## src/rtl/tmds_timing_ctrl.sv

```systemverilog
// Video timing controller for a three-channel TMDS transmitter.
// Generates h/v timing, encoder disp_ena/control, and pulls pixels from an
// upstream valid/ready source, flagging any active pixel that was missed.
module tmds_timing_ctrl #(
    parameter int H_ACTIVE = 640,
    parameter int H_FP     = 16,
    parameter int H_SYNC   = 96,
    parameter int H_BP     = 48,
    parameter int V_ACTIVE = 480,
    parameter int V_FP     = 10,
    parameter int V_SYNC   = 2,
    parameter int V_BP     = 33,
    parameter bit HS_POL   = 1'b0,
    parameter bit VS_POL   = 1'b0
) (
    input  logic        clk,
    input  logic        rst,
    input  logic        enable,
    input  logic [23:0] rgb_in,
    input  logic        pix_valid,
    output logic        pix_ready,
    input  logic        clr_underflow,
    output logic        disp_ena,
    output logic [1:0]  ctrl0,
    output logic [1:0]  ctrl1,
    output logic [1:0]  ctrl2,
    output logic [7:0]  d_b,
    output logic [7:0]  d_g,
    output logic [7:0]  d_r,
    output logic        frame_start,
    output logic        line_start,
    output logic [11:0] x,
    output logic [11:0] y,
    output logic        underflow
);

    // Region boundaries on each axis: active, front porch, sync, back porch.
    localparam logic [11:0] H_ACT  = 12'(H_ACTIVE);
    localparam logic [11:0] H_SS   = 12'(H_ACTIVE + H_FP);
    localparam logic [11:0] H_SE   = 12'(H_ACTIVE + H_FP + H_SYNC);
    localparam logic [11:0] H_LAST = 12'(H_ACTIVE + H_FP + H_SYNC + H_BP - 1);
    localparam logic [11:0] V_ACT  = 12'(V_ACTIVE);
    localparam logic [11:0] V_SS   = 12'(V_ACTIVE + V_FP);
    localparam logic [11:0] V_SE   = 12'(V_ACTIVE + V_FP + V_SYNC);
    localparam logic [11:0] V_LAST = 12'(V_ACTIVE + V_FP + V_SYNC + V_BP - 1);

    logic [11:0] h_cnt_reg, h_cnt_next;
    logic [11:0] v_cnt_reg, v_cnt_next;
    logic        active, hsync, vsync;

    logic        disp_ena_reg, frame_start_reg, line_start_reg, underflow_reg;
    logic [1:0]  ctrl0_reg;
    logic [11:0] x_reg, y_reg;

    assign active = (h_cnt_reg < H_ACT) && (v_cnt_reg < V_ACT);
    assign hsync  = (h_cnt_reg >= H_SS) && (h_cnt_reg < H_SE);
    assign vsync  = (v_cnt_reg >= V_SS) && (v_cnt_reg < V_SE);

    // A pixel is consumed on every enabled active position, out of reset.
    assign pix_ready = active && enable && !rst;

    // Next raster position; disabled timing parks at the origin.
    always_comb begin
        h_cnt_next = h_cnt_reg;
        v_cnt_next = v_cnt_reg;
        if (!enable) begin
            h_cnt_next = 12'd0;
            v_cnt_next = 12'd0;
        end else if (h_cnt_reg == H_LAST) begin
            h_cnt_next = 12'd0;
            v_cnt_next = (v_cnt_reg == V_LAST) ? 12'd0 : v_cnt_reg + 12'd1;
        end else begin
            h_cnt_next = h_cnt_reg + 12'd1;
        end
    end

    // Raster position register.
    always_ff @(posedge clk) begin
        if (rst) begin
            h_cnt_reg <= 12'd0;
            v_cnt_reg <= 12'd0;
        end else begin
            h_cnt_reg <= h_cnt_next;
            v_cnt_reg <= v_cnt_next;
        end
    end

    // Registered timing outputs, one clock behind the raster position.
    always_ff @(posedge clk) begin
        if (rst || !enable) begin
            disp_ena_reg    <= 1'b0;
            ctrl0_reg       <= {~VS_POL, ~HS_POL};
            frame_start_reg <= 1'b0;
            line_start_reg  <= 1'b0;
            x_reg           <= 12'd0;
            y_reg           <= 12'd0;
        end else begin
            disp_ena_reg    <= active;
            ctrl0_reg       <= {vsync ? VS_POL : ~VS_POL, hsync ? HS_POL : ~HS_POL};
            frame_start_reg <= (h_cnt_reg == 12'd0) && (v_cnt_reg == 12'd0);
            line_start_reg  <= (h_cnt_reg == 12'd0);
            x_reg           <= h_cnt_reg;
            y_reg           <= v_cnt_reg;
        end
    end

    // Sticky underflow: a missed active pixel wins over a clear; held while disabled.
    always_ff @(posedge clk) begin
        if (rst) begin
            underflow_reg <= 1'b0;
        end else if (enable) begin
            if (active && !pix_valid) begin
                underflow_reg <= 1'b1;
            end else if (clr_underflow) begin
                underflow_reg <= 1'b0;
            end
        end
    end

    // Per-channel data registers: channel 0 = blue, 1 = green, 2 = red.
    genvar gi;
    generate
        for (gi = 0; gi < 3; gi++) begin : gen_ch
            logic [7:0] d_reg;
            // Transferred pixel byte on active beats, zero on misses and blanking.
            always_ff @(posedge clk) begin
                if (rst || !enable) begin
                    d_reg <= 8'd0;
                end else begin
                    d_reg <= (active && pix_valid) ? rgb_in[gi*8 +: 8] : 8'd0;
                end
            end
        end
    endgenerate

    assign d_b         = gen_ch[0].d_reg;
    assign d_g         = gen_ch[1].d_reg;
    assign d_r         = gen_ch[2].d_reg;
    assign disp_ena    = disp_ena_reg;
    assign ctrl0       = ctrl0_reg;
    assign ctrl1       = 2'b00;
    assign ctrl2       = 2'b00;
    assign frame_start = frame_start_reg;
    assign line_start  = line_start_reg;
    assign x           = x_reg;
    assign y           = y_reg;
    assign underflow   = underflow_reg;

endmodule

```

## config.mk

```make
export PLATFORM = sky130hd
export DESIGN_NAME = tmds_timing_ctrl
export DESIGN_NICKNAME = d
export VERILOG_FILES = /design/src/rtl/tmds_timing_ctrl.sv
export SDC_FILE = /design/constraint.sdc
export NUM_CORES = 1
export LEC_CHECK = 0
export ABC_AREA = 0
export BUFFER_PORTS_ARGS = -buffer_cell sky130_fd_sc_hd__buf_2
export CAP_MARGIN = 0
export CORE_ASPECT_RATIO = 1.5
export CORE_MARGIN = 4
export CORE_UTILIZATION = 55
export CTS_BUF_LIST = sky130_fd_sc_hd__clkbuf_8
export DETAILED_ROUTE_END_ITERATION = 6
export PLACE_DENSITY = 0.85
export SLEW_MARGIN = 20
export SYNTH_ARGS = -nofsm -noshare
export SYNTH_HDL_FRONTEND = slang
export SYNTH_SLANG_ARGS = --single-unit
```

## constraint.sdc

```tcl
create_clock -name clk -period 2.65 [get_ports clk]
set_clock_uncertainty 0.1 [all_clocks]
set_input_delay 0 -clock clk [delete_from_list [all_inputs] [get_ports clk]]
set_output_delay 0 -clock clk [all_outputs]
set_load 0.03 [all_outputs]
```

After elaboration in Yosys (flattened, before gate mapping)
Cells that the tools add are included.
{"block": "totals", "reg_bits": 78, "elab_cells": 48, "inputBits": 29, "output_inout_bits": 59}
{"block": "op_classes", "add_sub_neg": 2, "magnitude_cmp": 6, "reduce_logical": 19, "n_mux": 5, "n_eq_ne": 2, "n_bitwise": 2}
{"op": "adder 12 x 1 -> 12 bit (second input constant)", "count": 2}
{"op": "equality test 12 x 10 -> 1 bit (second input constant)", "count": 2}
{"op": "logical NOT 12 bit", "count": 2}
{"op": "< comparator 12 x 10 -> 1 bit (second input constant)", "count": 2}
{"op": "< comparator 12 x 9 -> 1 bit (second input constant)", "count": 2}
{"op": "greater-or-equal comparator 12 x 10 -> 1 bit (second input constant)", "count": 1}
{"op": "greater-or-equal comparator 12 x 9 -> 1 bit (second input constant)", "count": 1}
{"op": "2-to-1 mux 12 bit", "count": 1}
{"op": "logical AND 1 bit", "count": 8}
{"op": "2-to-1 mux 1 bit", "count": 4}
{"op": "OR reduction 2 bit", "count": 2}
{"op": "logical NOT 1 bit", "count": 3}
{"op": "OR reduction 3 bit", "count": 1}
{"op": "inverter 1 bit", "count": 2}
{"op": "AND reduction 2 bit", "count": 1}
{"op": "nonzero test 2 bit", "count": 1}
{"op": "logical OR 1 bit", "count": 1}

Depth between registers and ports, before layout
{"block": "depth", "word_depth": 5, "ltp_mapped": 8, "ltp_nobuf": 5}

Worst setup path after synthesis
No wires, ideal clock.
{"block": "synth_path", "path_type": "register to register", "from": "reg h_cnt_reg[0]", "to": "reg v_cnt_reg[0]", "arrival_time_ns": 1.565, "t_required_ns": 2.433, "period_less_slack_ns": 1.783, "path_buffers": 2, "path_stages_with_launch": 8, "setup_ns": 0.117, "slack_ns": 0.867, "path_cell_list": "dfxtp_1 -> ha_1 -> and3_1 -> buf_4 -> nand4b_4 -> o31ai_1 -> buf_2 -> nor2_1"}
{"block": "synth_via", "elab_chain_len": 1}
{"element": "start, declared", "line_no": "47", "rtl": "logic [11:0] h_cnt_reg, h_cnt_next;"}
{"element": "start signal, assigned", "line_no": "83", "rtl": "h_cnt_reg <= h_cnt_next;"}
{"element": "equality test 12 x 10 -> 1 bit", "line_no": "69", "rtl": "end else if (h_cnt_reg == H_LAST) begin"}
{"element": "end signal, assigned", "line_no": "84", "rtl": "v_cnt_reg <= v_cnt_next;"}
{"element": "end, declared", "line_no": "48", "rtl": "logic [11:0] v_cnt_reg, v_cnt_next;"}
Every way passes these cells.
A chain may end at the register's enable or synchronous reset.

Worst setup path in the final report
{"block": "layout_path", "from": "reg h_cnt_reg[0]", "to": "reg v_cnt_reg[11]"}
Same word-level chain as after synthesis.

==> metrics <==
flip-flop and latch area ~1600 um^2; Die W 65.83 um; # rows 31; cell count after synthesis ~270; reg2reg setup slack slightly above 0.5 ns; RePlAce Congestion 0.8115; Via Count about 2,300; arrival time worst endpoint about 2.3 ns; pwr dens around 650 nW/um^2; DRT iter0 DRCs just over 100; CTS tree yes; placed wire-length estimate 4121 um; max-slew violation count 0; peak supply drop 0.4584 mV; Clock power frac around 44%; Post-DRT Antenna Nets 0; Fin Setup TNS 0 ns; HP Class input port to flop; antenna cells 0; antenna violations before repair 0; Sink Count 78; Ys Warns 0; final hold violation count 0; Post-synth top cells dfxtp_1, and2_1, nor2_1, a21oi_1, nand3_1; Clk Latency, worst-skew pair ~0.34 ns; top post-synthesis cells by area dfxtp_1, and2_1, nor2_1; Leakage Power 0.001741 uW; grt ovf 0; post-synth top area share roughly 57%; Tmin final 2.144 ns; Worst Setup Start Kind flop; Initial Util between 50% and 60%; core area approximately 4800 um^2; Max Root-Sink Buffers 2; die area between 6000 and 7000 um^2; residual DRC count 0; largest net degree at the start of global routing 28; Switch Pwr approximately 520 uW; Comb power frac about 6.0%; final setup fails 0; final worst-path setup slack just over 0.5 ns; IO buf count a little over 80; fillers between 200 and 300; Seq/Total Area, Yosys between 50% and 60%; dominant cell type by area after synthesis dfxtp_1; Worst setup EP type flop; worst path required time roughly 2.8 ns; status completed; Post-synth EDFFs 0; Net Sw Frac between 20% and 30%; vias in the first global route between 2,000 and 2,500; Post-CTS Setup Inserts 0; setup slack at placement around 0.53 ns; f_max approximately 0.47 GHz; Async SR Flop Fraction 0%; synth unique cells 39; Initial DRT Pass Iterations 5; Mean Syn Cell Area between 10 and 15 um^2; H-tree levels 3; Root Buffer clkbuf_8; Final Cycle Share between 80% and 90%; share of layout cells above drive strength 1 28.20%; P&R area growth vs syn 33.97%; Worst-path clk slew ~0.08 ns; Num CTS Buffers 9; first-pass GRT wire length between 10,000 and 15,000 um; RSZ-0062 raised after global routing false; DIE HEIGHT ~95 um; top_reg_cell synth dfxtp_1; multi-input logic area 1082 um^2; Ports between 80 and 90; Final #Nets approximately 410; Max-cap violations 0; register bit total from synthesis 78; Netlist Area Pre-Place 2759 um^2; overall routed net length about 6800 um; CP Max Fanout 25; sequential share of power 49.7%; cell-internal power between 1500 and 2000 uW; Via density between 5 and 6; Total GRT Usage ~23%; crit path kind flop to flop; WL per Instance around 15 um; most frequent cell after synthesis dfxtp_1
worst max-delay path, cell delays in order (launching register included):
cell and delay, ns:
dfxtp_1 0.40, ha_1 0.20, and3_1 0.30, nand4b_4 0.32
or4_1 0.60, a21oi_1 0.16
layer usage:
metal | GRT usage (%) | up-vias | part of all wire (%)
met3 | 7.500 | 4 | 8.4
met2 | 39.00 | 104 | 51
met5 | 0 | - | 0
met4 | 8.478 | 0 | 0.92
met1 | 25.89 | 1047 | 40
li1 | - | 1107 | -
placed cells by master, fill, tap and decap left out, types with 4 or more instances in the layout:
cell type and count:
buf_2 83, dfxtp_1 78, and2_1 48, dlygate4sd3_1 26
nor2_1 20, a21oi_1 10, nand3_1 9, clkbuf_8 9
o21ai_0 8, nand2_1 8, xor2_1 8, or3_1 8
inv_1 7, nand4_1 7, and3_1 4, o31ai_1 4
ha_1 4, conb_1 4
power by group through the flow:
stage | clock (uW) | sequential, uW | combinational [uW]
2_1_floorplan | 0 | 1250 | 42.3
4_1_cts | 1080 | 1190 | 141
6_report | 1060 | 1190 | 145
3_5_place_dp | 0 | 1220 | 109
5_1_grt | 1130 | 1190 | 154
3_3_place_gp | 0 | 1220 | 109
timing repair:
| item | 4_1_cts | 5_1_grt |
|---|---|---|
| gates resized for setup | 0 | 0 |
| hold endpoints to repair | 25 | 0 |
| hold buffers | 26 | 0 |
layout make-up:
type,instances,share of cell area (%)
Timing Repair Buffer,112,18.89
Multi-Input combinational cell,170,29.28
Sequential cell,78,42.25
Tap cell,66,2.234
Inverter,7,0.7109
Clock buffer,9,3.351
Clock inverter,7,3.284
metrics by stage:
step	power, uW	hold WS, ns	instance area [um^2]	instances	utilization [%]
3_3_place_gp	1327	0.1015	3191	407	65.81
6_report	2397	0.05131	3696	449	76.23
3_5_place_dp	1328	0.1017	3191	407	65.81
4_1_cts	2410	0.03528	3696	449	76.23
5_1_grt	2475	0.06551	3696	449	76.23
2_1_floorplan	1290	-0.02762	2770	271	-
worst paths after layout:
kind           startpoint  cells after the start            end
max          h_cnt_reg[0]                      5  v_cnt_reg[11]
min reg2reg  h_cnt_reg[0]                      1   h_cnt_reg[0]
min                enable                      3           x[1]
max reg2reg  h_cnt_reg[0]                      5  v_cnt_reg[11]
cells by family (layout without fill, tap and decap cells):
logic type,count (synthesis),count (layout),synth area share [%]
AND/OR/NAND/NOR,127,127,28.34
multiplexers,1,1,0.3628
AO/OA/AOI/OAI,23,23,4.671
buffers and inverters,23,135,4.580
flip-flops,78,78,56.60
XOR/XNOR,11,11,3.492
adder cells (fa/ha/maj),4,4,1.814
other,1,4,0.1359
Note: power is estimated with default switching activity, not from simulation.
